==> src/rtl/alu_fixed_point.sv <==
// Registered signed fixed-point ALU (ADD/SUB/MUL/DIV) with one-cycle latency.
// Results wrap to DATA_WIDTH bits; overflow/underflow flags are advisory.
module alu_fixed_point #(
    parameter int INT_WIDTH  = 4,
    parameter int FRAC_WIDTH = 4,
    localparam int DATA_WIDTH = INT_WIDTH + FRAC_WIDTH + 1
) (
    input  logic                         clk,
    input  logic                         rst,
    input  logic signed [DATA_WIDTH-1:0] a,
    input  logic signed [DATA_WIDTH-1:0] b,
    input  logic        [1:0]            op,
    output logic signed [DATA_WIDTH-1:0] result,
    output logic                         overflow,
    output logic                         underflow
);

    localparam int PW = 2 * DATA_WIDTH;

    localparam logic signed [PW-1:0] MAX_W = {{(DATA_WIDTH + 1){1'b0}}, {(DATA_WIDTH - 1){1'b1}}};
    localparam logic signed [PW-1:0] MIN_W = {{(DATA_WIDTH + 1){1'b1}}, {(DATA_WIDTH - 1){1'b0}}};

    typedef enum logic [1:0] {
        OP_ADD = 2'b00,
        OP_SUB = 2'b01,
        OP_MUL = 2'b10,
        OP_DIV = 2'b11
    } op_e;

    op_e                         op_sel;
    logic signed [PW-1:0]        a_ext;
    logic signed [PW-1:0]        b_ext;
    logic signed [PW-1:0]        prod;
    logic signed [PW-1:0]        num;
    logic signed [PW-1:0]        den;
    logic signed [PW-1:0]        full;
    logic                        b_zero;

    logic signed [DATA_WIDTH-1:0] result_d, result_q;
    logic                         overflow_d, overflow_q;
    logic                         underflow_d, underflow_q;

    assign op_sel = op_e'(op);
    assign a_ext  = {{DATA_WIDTH{a[DATA_WIDTH-1]}}, a};
    assign b_ext  = {{DATA_WIDTH{b[DATA_WIDTH-1]}}, b};
    assign b_zero = (b == '0);

    // All ops are evaluated at double width so one signed range check serves every op.
    always_comb begin
        prod = a_ext * b_ext;
        num  = a_ext <<< FRAC_WIDTH;
        den  = b_ext;
        if (b_zero) begin
            den    = '0;
            den[0] = 1'b1;
        end
        full = '0;
        case (op_sel)
            OP_ADD: full = a_ext + b_ext;
            OP_SUB: full = a_ext - b_ext;
            OP_MUL: full = prod >>> FRAC_WIDTH;
            OP_DIV: full = num / den;
            default: full = '0;
        endcase
    end

    always_comb begin
        result_d    = full[DATA_WIDTH-1:0];
        overflow_d  = (full > MAX_W);
        underflow_d = (full < MIN_W);
        if (op_sel == OP_DIV && b_zero) begin
            result_d    = '0;
            overflow_d  = 1'b1;
            underflow_d = 1'b0;
        end
    end

    always_ff @(posedge clk) begin
        if (rst) begin
            result_q    <= '0;
            overflow_q  <= 1'b0;
            underflow_q <= 1'b0;
        end else begin
            result_q    <= result_d;
            overflow_q  <= overflow_d;
            underflow_q <= underflow_d;
        end
    end

    assign result    = result_q;
    assign overflow  = overflow_q;
    assign underflow = underflow_q;

endmodule

==> config.mk <==
export PLATFORM = sky130hd
export DESIGN_NAME = alu_fixed_point
export DESIGN_NICKNAME = d
export VERILOG_FILES = /design/src/rtl/alu_fixed_point.sv
export SDC_FILE = /design/constraint.sdc
export NUM_CORES = 1
export LEC_CHECK = 0
export CAP_MARGIN = 20
export CORE_MARGIN = 4
export CORE_UTILIZATION = 45
export DETAILED_ROUTE_END_ITERATION = 8
export GPL_ROUTABILITY_DRIVEN = 0
export GPL_TIMING_DRIVEN = 0
export PLACE_DENSITY_LB_ADDON = 0.15
export SETUP_SLACK_MARGIN = 0.3
export SLEW_MARGIN = 30
export SYNTH_ARGS = -nofsm -noshare
export SYNTH_HDL_FRONTEND = slang
export SYNTH_SLANG_ARGS = --single-unit
==> constraint.sdc <==
create_clock -name clk -period 66.6 [get_ports clk]
set_input_delay 13.32 -clock clk [delete_from_list [all_inputs] [get_ports clk]]
set_output_delay 13.32 -clock clk [all_outputs]
set_load 0.02 [all_outputs]
Yosys cells after proc, flatten, opt, wreduce, memory -nomap -nowiden

Index checks and enable logic that the tools add are counted.

Magnitude comparators: 2
$mul: 1
Reduce and logical (&&, ||, !) cells: 4
Mux-type cells: 3
Eq/ne operators: 3
Add/subtract/negate cells: 2
Div/mod/pow operators: 1

Operator list:

| operator              | number |
|---|---|
| $pmux W18 S4          | 1 |
| $div A18 B18 Y18      | 1 |
| $gt A18 B9 Y1 const B | 1 |
| $lt A18 B9 Y1 const B | 1 |
| $mul A9 B9 Y18        | 1 |
| $mux W18              | 1 |
| $add A9 B9 Y10        | 1 |
| $sub A9 B9 Y10        | 1 |
| $logic_not A9 Y1      | 1 |
| $eq A2 B2 Y1 const B  | 2 |
| $eq A2 B1 Y1 const B  | 1 |
| $logic_not A2 Y1      | 1 |
| $reduce_or A2 Y1      | 1 |
| $logic_and A1 B1 Y1   | 1 |
| $mux W1               | 1 |

Output and inout bits: 11
Flip-flop bits (word level): 11
Bits of input ports: 22
Word-level logic and storage cells: 19

Logic depth before layout (Yosys ltp)

Gate-level depths: netlist (run 1).

Word-level depth: 6
Mapped depth: 167
Depth with buffers taken out: 154

Worst setup path before layout (run 1)

Ideal clock, no wire load.

Path kind: input to register
From: input port b[0]
To: register overflow_q, in the netlist overflow
Cell stages on the path: 158
Required time: 66514 ps
Arrival: 47194 ps
Slack: 19320 ps
Library setup time: 86 ps
Cells stage by stage: buf_6 or4_4 o31ai_4 inv_2 ha_1 nor3b_1 a2111oi_0 nor3_2 nor2_1 o2111ai_1 nor2_1 ha_1 o21a_1 nor2_1 nand2_1 nor4_1 ha_1 o211a_1 [... 122 more ...] mux2i_1 or3_1 ha_1 nand4_1 nor2_1 nand3_1 or4_1 o21a_1 o21ai_0 nor2_1 ha_1 nand3_1 nor4_4 a31o_1 xnor2_1 a21o_1 and3_1 a211oi_1

Cells in the longest elaborated chain, start to end: 6
Elaborated cells on any way between the ends: 10
Classes of those cells: add/sub: 2; mul: 1; div: 1; order compare: 1; mux: 3; reduce/logical: 2

Ends and longest elaborated chain:

| item                   | RTL line | RTL |
|---|---|---|
| start: declaration     | 11       | `input logic signed [DATA_WIDTH-1:0] b,` |
| $logic_not A9 Y1       | 46       | `assign b_zero = (b == '0);` |
| $mux W18               | 53       | `if (b_zero) begin` |
| $div A18 B18 Y18       | 62       | `OP_DIV: full = num / den;` |
| $pmux W18 S4           | 58       | `case (op_sel)` |
| $gt A18 B9 Y1          | 69       | `overflow_d = (full > MAX_W);` |
| $mux W1 (*)            | 71       | `if (op_sel == OP_DIV && b_zero) begin` |
| end signal: assignment | 85       | `overflow_q <= overflow_d;` |
| end: declaration       | 40       | `logic overflow_d, overflow_q;` |

Every way passes the cells marked *; elsewhere a longest branch is shown, timed or not.
A chain may end at the register's enable or synchronous reset.

Final worst setup path (run 1)

From: input port b[1]
To: register overflow_q, in the netlist overflow

The elaborated chain is that of the path after synthesis.

==> Flow_metrics.wiki, run 1 <==
{| class="wikitable"
! Metric !! Value
|-
| TritonCTS Buffers || 3
|-
| Number of different library cells in the post-synthesis netlist || between 90 and 100
|-
| Gate count after technology mapping || between 1,500 and 2,000
|-
| Max capacitance violation total || 0
|-
| Vias in the first global route || 13,600
|-
| Number of storage elements in the synthesis netlist || 11
|-
| Start point of the critical path || b[1]
|-
| Max-slew headroom || between 30% and 40%
|-
| Worst Setup Path Type || in2reg
|-
| TritonCTS clock tree || done
|-
| Number of DRC markers after the initial detailed-route iteration || 1,039
|-
| IO Port Bufs || 31
|-
| Die Area || between 30,000 and 40,000 µm²
|-
| DR WL/cell || approximately 19 µm
|-
| H-tree depth reported by CTS || 1
|-
| Initial antenna violation count || 0
|-
| CTS max path bufs || 2
|-
| Pin count of the biggest net entering global routing || 25
|-
| Area Overhead vs Synth || 8.68%
|-
| Final wirelength || roughly 44 mm
|-
| Remaining antenna violation count || 0
|-
| Post-layout minimum cycle time || between 50,000 and 60,000 ps
|-
| Area of the placeable core || ~30,000 µm²
|-
| Count of flip-flops with a built-in enable after synthesis || 0
|-
| Cell area after technology mapping || about 14,000 µm²
|-
| Total count of max-transition violations in the final report || 0
|-
| Most common cell after layout, fill and taps aside || ha_1
|-
| Width of the die || roughly 180 µm
|-
| Final setup violation count || 0
|-
| Number of fill cells in the layout || ~3,000
|-
| Path category of the worst min-delay check || in2reg
|-
| CTS Hold Bufs || 0
|-
| Top library cells by usage in the layout, fill and taps aside || ha_1, nor2_1, nand2_1
|-
| Post-Synthesis Mean Instance Area || roughly 7.4 µm²
|-
| Slew at the pin closest to its max-slew limit || 902 ps
|-
| Outcome || complete, no violations
|-
| GRT Overall Usage || 25.6%
|-
| Hold Vio Cnt, Final || 0
|-
| Maximum net fanout on the critical path || 23
|-
| Critical path endpoint category || register
|-
| Number of cells upsized or downsized after cts || 0
|-
| Termination of the worst setup path || overflow
|-
| Number of sinks on the clock net || 11
|-
| Number of core rows || 63
|-
| Prevailing post-synth register cell || dfxtp_1
|-
| Number of warning messages in the yosys log || 0
|-
| Peak per-stage delay on the critical path || approximately 700 ps
|-
| DRC || 0
|-
| Clock slew at the register clock pins of the worst setup and hold paths || ~40 ps
|-
| Arrival time of data at the critical path endpoint || between 50,000 and 60,000 ps
|-
| Cell with the largest stage delay on the worst path || a221oi_1
|-
| Critical Path Source Type || input pin
|-
| Antenna diode instance count || 0
|-
| Wire length of the first global-routing pass || ~71 mm
|-
| Proportion of register bits with asynchronous set or reset after synthesis || 0%
|-
| Detailed Routing Iterations Pass 1 || 5
|-
| Starting density of the core || 46.1%
|-
| Total number of nets in the final design || ~2,300
|-
| Peak clock frequency supported by timing || 0.0174 GHz
|-
| DP Wirelength || between 30 and 40 mm
|-
| Req. time, crit path || around 67,000 ps
|-
| Share of layout cells above drive strength 1 || ~4.9%
|-
| Via-per-instance ratio || between 6 and 7
|-
| Master cell of the clock root buffer || clkbuf_16
|-
| Setup total negative slack || 0 ps
|-
| Number of setup buffers added after CTS || 0
|-
| I/O pin count || 33
|-
| Final worst-path cycle share || 86.4%
|-
| Via count || 14,300
|-
| Die H || between 150 and 200 µm
|-
| Critical Path Most Common Cell || ha_1
|-
| Total global routing overflow || 0
|-
| Register area share after synthesis || 1.60%
|-
| Setup repair after global routing missed its margin || false
|}
==> critical path: cells and delay by family <==
kind | cells | cell delay (ps)
AOI/OAI and AO/OA | 69 | 19830
and+or+nand+nor | 39 | 8850
buffers and inverters | 22 | 8620
adders and majority gates | 19 | 5970
muxes | 3 | 930
==> stage by stage <==
stage                     area [µm²]  hold slack [ps]  util [%]  instances  setup WS, ps
final                          15000            13640      50.1       2360          9080
after global routing           15000            13670      50.1       2360          5690
after CTS                      15000            13630      50.1       2360          9940
after detailed placement       14900            13880      49.8       2356          9870
after global placement         14800            13900      49.3       2346          8980
after floorplan                14000            13400         -       1925         19320
==> kinds of logic after synthesis <==
| logic type | share of synthesized area, % |
|---|---|
| fa+ha+maj | 31.0 |
| flops | 1.60 |
| compound gates | 27.7 |
| xor+xnor | 8.31 |
| other cells | 0.0544 |
| buf+inv | 5.64 |
| simple gates | 22.2 |
| mux | 3.52 |
==> how the worst min path moves through the flow <==
stage / startpoint / to / slack [ps] / cells after the start
after detailed placement: op[0] / result[5] / 13880 / 3
after global placement: op[0] / result[5] / 13900 / 3
after CTS: op[0] / result[5] / 13630 / 3
after floorplan: rst / overflow / 13400 / 1
final: op[0] / result[5] / 13640 / 3
after global routing: op[0] / result[5] / 13670 / 3
==> per-layer routing <==
metal | GRT usage, % | routed length (µm) | vias to the layer above
li1 | - | - | 6982
met1 | 35.8 | 20200 | 6816
met2 | 43.7 | 20200 | 435
met3 | 1.17 | 2270 | 75
met4 | 6.59 | 1220 | 0
met5 | 0 | 0 | -
==> state kept, by name (all words and copies together), names as in the netlist <==
name and flops:
overflow 1, underflow 1, result 9
==> cell type report <==
class,instances,area [µm²],area share (%)
Inverter,147,552,3.68
Multi-Input combinational cell,1712,13000,86.9
Clock buffer,4,78.8,0.526
Buffer,55,226,1.51
Sequential cell,11,220,1.47
Tap cell,390,488,3.25
Timing Repair Buffer,41,404,2.69
==> synthesized netlist by cell type (all sizes together), types with 7 or more instances <==
| library cell | count | area share, % |
|---|---|---|
| nor3 | 50 | 1.9 |
| ha | 225 | 20 |
| dfxtp | 11 | 1.6 |
| o311ai | 8 | 0.56 |
| nand3 | 42 | 1.5 |
| mux2i | 17 | 1.2 |
| o221ai | 10 | 0.63 |
| a21boi | 8 | 0.44 |
| o31ai | 17 | 1.0 |
| a31oi | 28 | 1.3 |
| or3 | 29 | 1.3 |
| a211oi | 29 | 1.6 |
| nand4 | 20 | 1.0 |
| nand2b | 25 | 1.1 |
| or4 | 7 | 0.41 |
| fa | 73 | 11 |
| inv | 143 | 3.9 |
| a21o | 38 | 2.1 |
| a21oi | 132 | 4.8 |
| o21a | 53 | 2.9 |
| clkbuf | 45 | 1.2 |
| nor2b | 16 | 0.73 |
| and3 | 11 | 0.50 |
| nand2 | 172 | 4.7 |
| o211a | 9 | 0.65 |
| o211ai | 30 | 1.6 |
| buf | 10 | 0.42 |
| o21ai | 107 | 3.9 |
| or2 | 13 | 0.59 |
| o22ai | 7 | 0.32 |
| nor4 | 11 | 0.72 |
| xnor2 | 83 | 5.3 |
| and2 | 28 | 1.3 |
| nor2 | 176 | 4.8 |
| o21bai | 15 | 0.82 |
| xor2 | 48 | 3.0 |
| mux2 | 24 | 2.0 |
Power of run 1 is not shown: default switching activity piles up to over one toggle a cycle in this logic, so the estimate is an artifact.
==> run 2, diff against run 1 <==
--- a/config.mk
+++ b/config.mk
@@ -7,13 +7,12 @@
 export LEC_CHECK = 0
 export CAP_MARGIN = 20
 export CORE_MARGIN = 4
-export CORE_UTILIZATION = 45
+export CORE_UTILIZATION = 35
 export DETAILED_ROUTE_END_ITERATION = 8
 export GPL_ROUTABILITY_DRIVEN = 0
 export GPL_TIMING_DRIVEN = 0
 export PLACE_DENSITY_LB_ADDON = 0.15
 export SETUP_SLACK_MARGIN = 0.3
-export SLEW_MARGIN = 30
 export SYNTH_ARGS = -nofsm -noshare
 export SYNTH_HDL_FRONTEND = slang
 export SYNTH_SLANG_ARGS = --single-unit
==> run 2 against run 1 <==
Setup slack got worse by 750 ps. Flip-flop and latch count did not move. Critical path depth rose by 2. Via count fell by 1.2%. Global-route usage fell by 3.8 points. Die area rose by 27%. Utilization fell by 11 points. Maximum frequency fell by 1.3%. Hold slack got worse by 12 ps.
==> Flow_metrics.wiki, run 2 (synthesis gave the netlist of run 1 again) <==
{| class="wikitable"
! Metric !! Value
|-
| Outcome || complete, no violations (unchanged)
|-
| TritonCTS Buffers || 3 (unchanged)
|-
| Master cell of the clock root buffer || clkbuf_16 (unchanged)
|-
| DP Wirelength || 39.4 mm (was 37.2 mm)
|-
| Via-per-instance ratio || 5.69 (was 6.06)
|-
| Worst Setup Path Type || in2reg (unchanged)
|-
| Most common cell after layout, fill and taps aside || ha_1 (unchanged)
|-
| Total count of max-transition violations in the final report || 0 (unchanged)
|-
| Number of DRC markers after the initial detailed-route iteration || 1,051 (was 1,039)
|-
| Final worst-path cycle share || 87.5% (was 86.4%)
|-
| Number of core rows || 72 (was 63)
|-
| I/O pin count || 33 (unchanged)
|-
| Peak per-stage delay on the critical path || 940 ps (was 700 ps)
|-
| Hold Vio Cnt, Final || 0 (unchanged)
|-
| Critical Path Source Type || input pin (unchanged)
|-
| Initial antenna violation count || 1 (was 0)
|-
| Total number of nets in the final design || 2,287 (was 2,291)
|-
| Total global routing overflow || 0 (unchanged)
|-
| Post-layout minimum cycle time || 58,270 ps (was 57,520 ps)
|-
| Maximum net fanout on the critical path || 23 (unchanged)
|-
| Clock slew at the register clock pins of the worst setup and hold paths || 50 ps (was 40 ps)
|-
| Die Area || 42,700 µm² (was 33,500 µm²)
|-
| Antenna diode instance count || 0 (unchanged)
|-
| Final core area utilization || 39.0% (was 50.1%)
|-
| Max capacitance violation total || 0 (unchanged)
|-
| Number of sinks on the clock net || 11 (unchanged)
|-
| Req. time, crit path || 66,720 ps (was 66,710 ps)
|-
| Via count || 14,100 (was 14,300)
|-
| Termination of the worst setup path || overflow (unchanged)
|-
| IO Port Bufs || 31 (unchanged)
|-
| Die H || 207 µm (was 183 µm)
|-
| Critical Path Most Common Cell || ha_1 (unchanged)
|-
| Setup repair after global routing missed its margin || false (unchanged)
|-
| Slew at the pin closest to its max-slew limit || 1090 ps (was 902 ps)
|-
| DR WL/cell || 18.8 µm (was 18.6 µm)
|-
| Remaining antenna violation count || 0 (unchanged)
|-
| Top library cells by usage in the layout, fill and taps aside || ha_1, nor2_1, nand2_1 (unchanged)
|-
| Start point of the critical path || b[1] (unchanged)
|-
| DRC || 0 (unchanged)
|-
| Vias in the first global route || 13,900 (was 13,600)
|-
| Number of setup buffers added after CTS || 0 (unchanged)
|-
| Max FFs per register || 9 (unchanged)
|-
| GRT Overall Usage || 21.8% (was 25.6%)
|-
| H-tree depth reported by CTS || 1 (unchanged)
|-
| CTS Hold Bufs || 0 (unchanged)
|-
| Detailed Routing Iterations Pass 1 || 5 (unchanged)
|-
| TritonCTS clock tree || done (unchanged)
|-
| Width of the die || 207 µm (was 183 µm)
|-
| Area of the placeable core || 38,800 µm² (was 30,000 µm²)
|-
| Final setup violation count || 0 (unchanged)
|-
| Share of layout cells above drive strength 1 || 4.58% (was 4.92%)
|-
| Number of cells upsized or downsized after cts || 0 (unchanged)
|-
| Path category of the worst min-delay check || in2reg (unchanged)
|-
| Cell with the largest stage delay on the worst path || o31ai_1 (was a221oi_1)
|-
| Arrival time of data at the critical path endpoint || 58,390 ps (was 57,630 ps)
|-
| Area Overhead vs Synth || 9.69% (was 8.68%)
|-
| Peak clock frequency supported by timing || 0.0172 GHz (was 0.0174 GHz)
|-
| Starting density of the core || 35.5% (was 46.1%)
|-
| Pin count of the biggest net entering global routing || 25 (unchanged)
|-
| Final wirelength || 46.6 mm (was 44.0 mm)
|-
| Wire length of the first global-routing pass || 75.3 mm (was 71.0 mm)
|-
| CTS max path bufs || 2 (unchanged)
|-
| Setup total negative slack || 0 ps (unchanged)
|-
| Critical path endpoint category || register (unchanged)
|-
| Max-slew headroom || 27.1% (was 39.8%)
|}
[run 2: per-layer routing]
metal	GRT usage (%)	routed length, µm
met1	30.7	21600
met5	0	16
met3	1.16	2380
met4	4.80	1060
met2	37.1	21600
[run 2: metrics by stage]
stage | area, µm² | worst slack [ps] | cells | hold slack [ps]
5_1_grt | 15100 | 4500 | 2484 | 13680
6_report | 15100 | 8330 | 2484 | 13630
3_5_place_dp | 15100 | 8300 | 2479 | 13860
4_1_cts | 15100 | 8440 | 2483 | 13600
2_1_floorplan | 14000 | 19320 | 1925 | 13400
3_3_place_gp | 14900 | 7690 | 2474 | 13850
[run 2: how the worst min path moves through the flow]
stage,slack [ps],to,from,depth (start not counted)
final,13630,result[5],op[0],3
after global routing,13680,result[5],op[0],3
after CTS,13600,result[5],op[0],3
after detailed placement,13860,result[5],op[0],3
after global placement,13850,result[5],op[0],3
after floorplan,13400,overflow,rst,1
[run 2: cell type report]
cell class	count	area [µm²]
Inverter	147	552
Buffer	55	226
Sequential cell	11	220
Fill cell	4102	23700
Multi-Input combinational cell	1712	13000
Tap cell	518	648
Timing Repair Buffer	37	393
Clock buffer	4	78.8
[run 2: worst max-delay path, delay by kind of cell]
| kind | cells | cell delay, ps |
|---|---|---|
| AO/OA/AOI/OAI | 71 | 20490 |
| multiplexers | 3 | 1010 |
| AND/OR/NAND/NOR | 38 | 8710 |
| adder cells (fa/ha/maj) | 19 | 5880 |
| buffers and inverters | 23 | 8890 |
Power of run 2 is left out for the same reason.
==> run 3, diff against run 2 <==
--- a/config.mk
+++ b/config.mk
@@ -16,3 +16,4 @@
 export SYNTH_ARGS = -nofsm -noshare
 export SYNTH_HDL_FRONTEND = slang
 export SYNTH_SLANG_ARGS = --single-unit
+export TNS_END_PERCENT = 30
==> results of run 3 <==
The final DEF is identical to that of run 2; final timing and power are the same.
Power of run 3 is left out for the same reason.
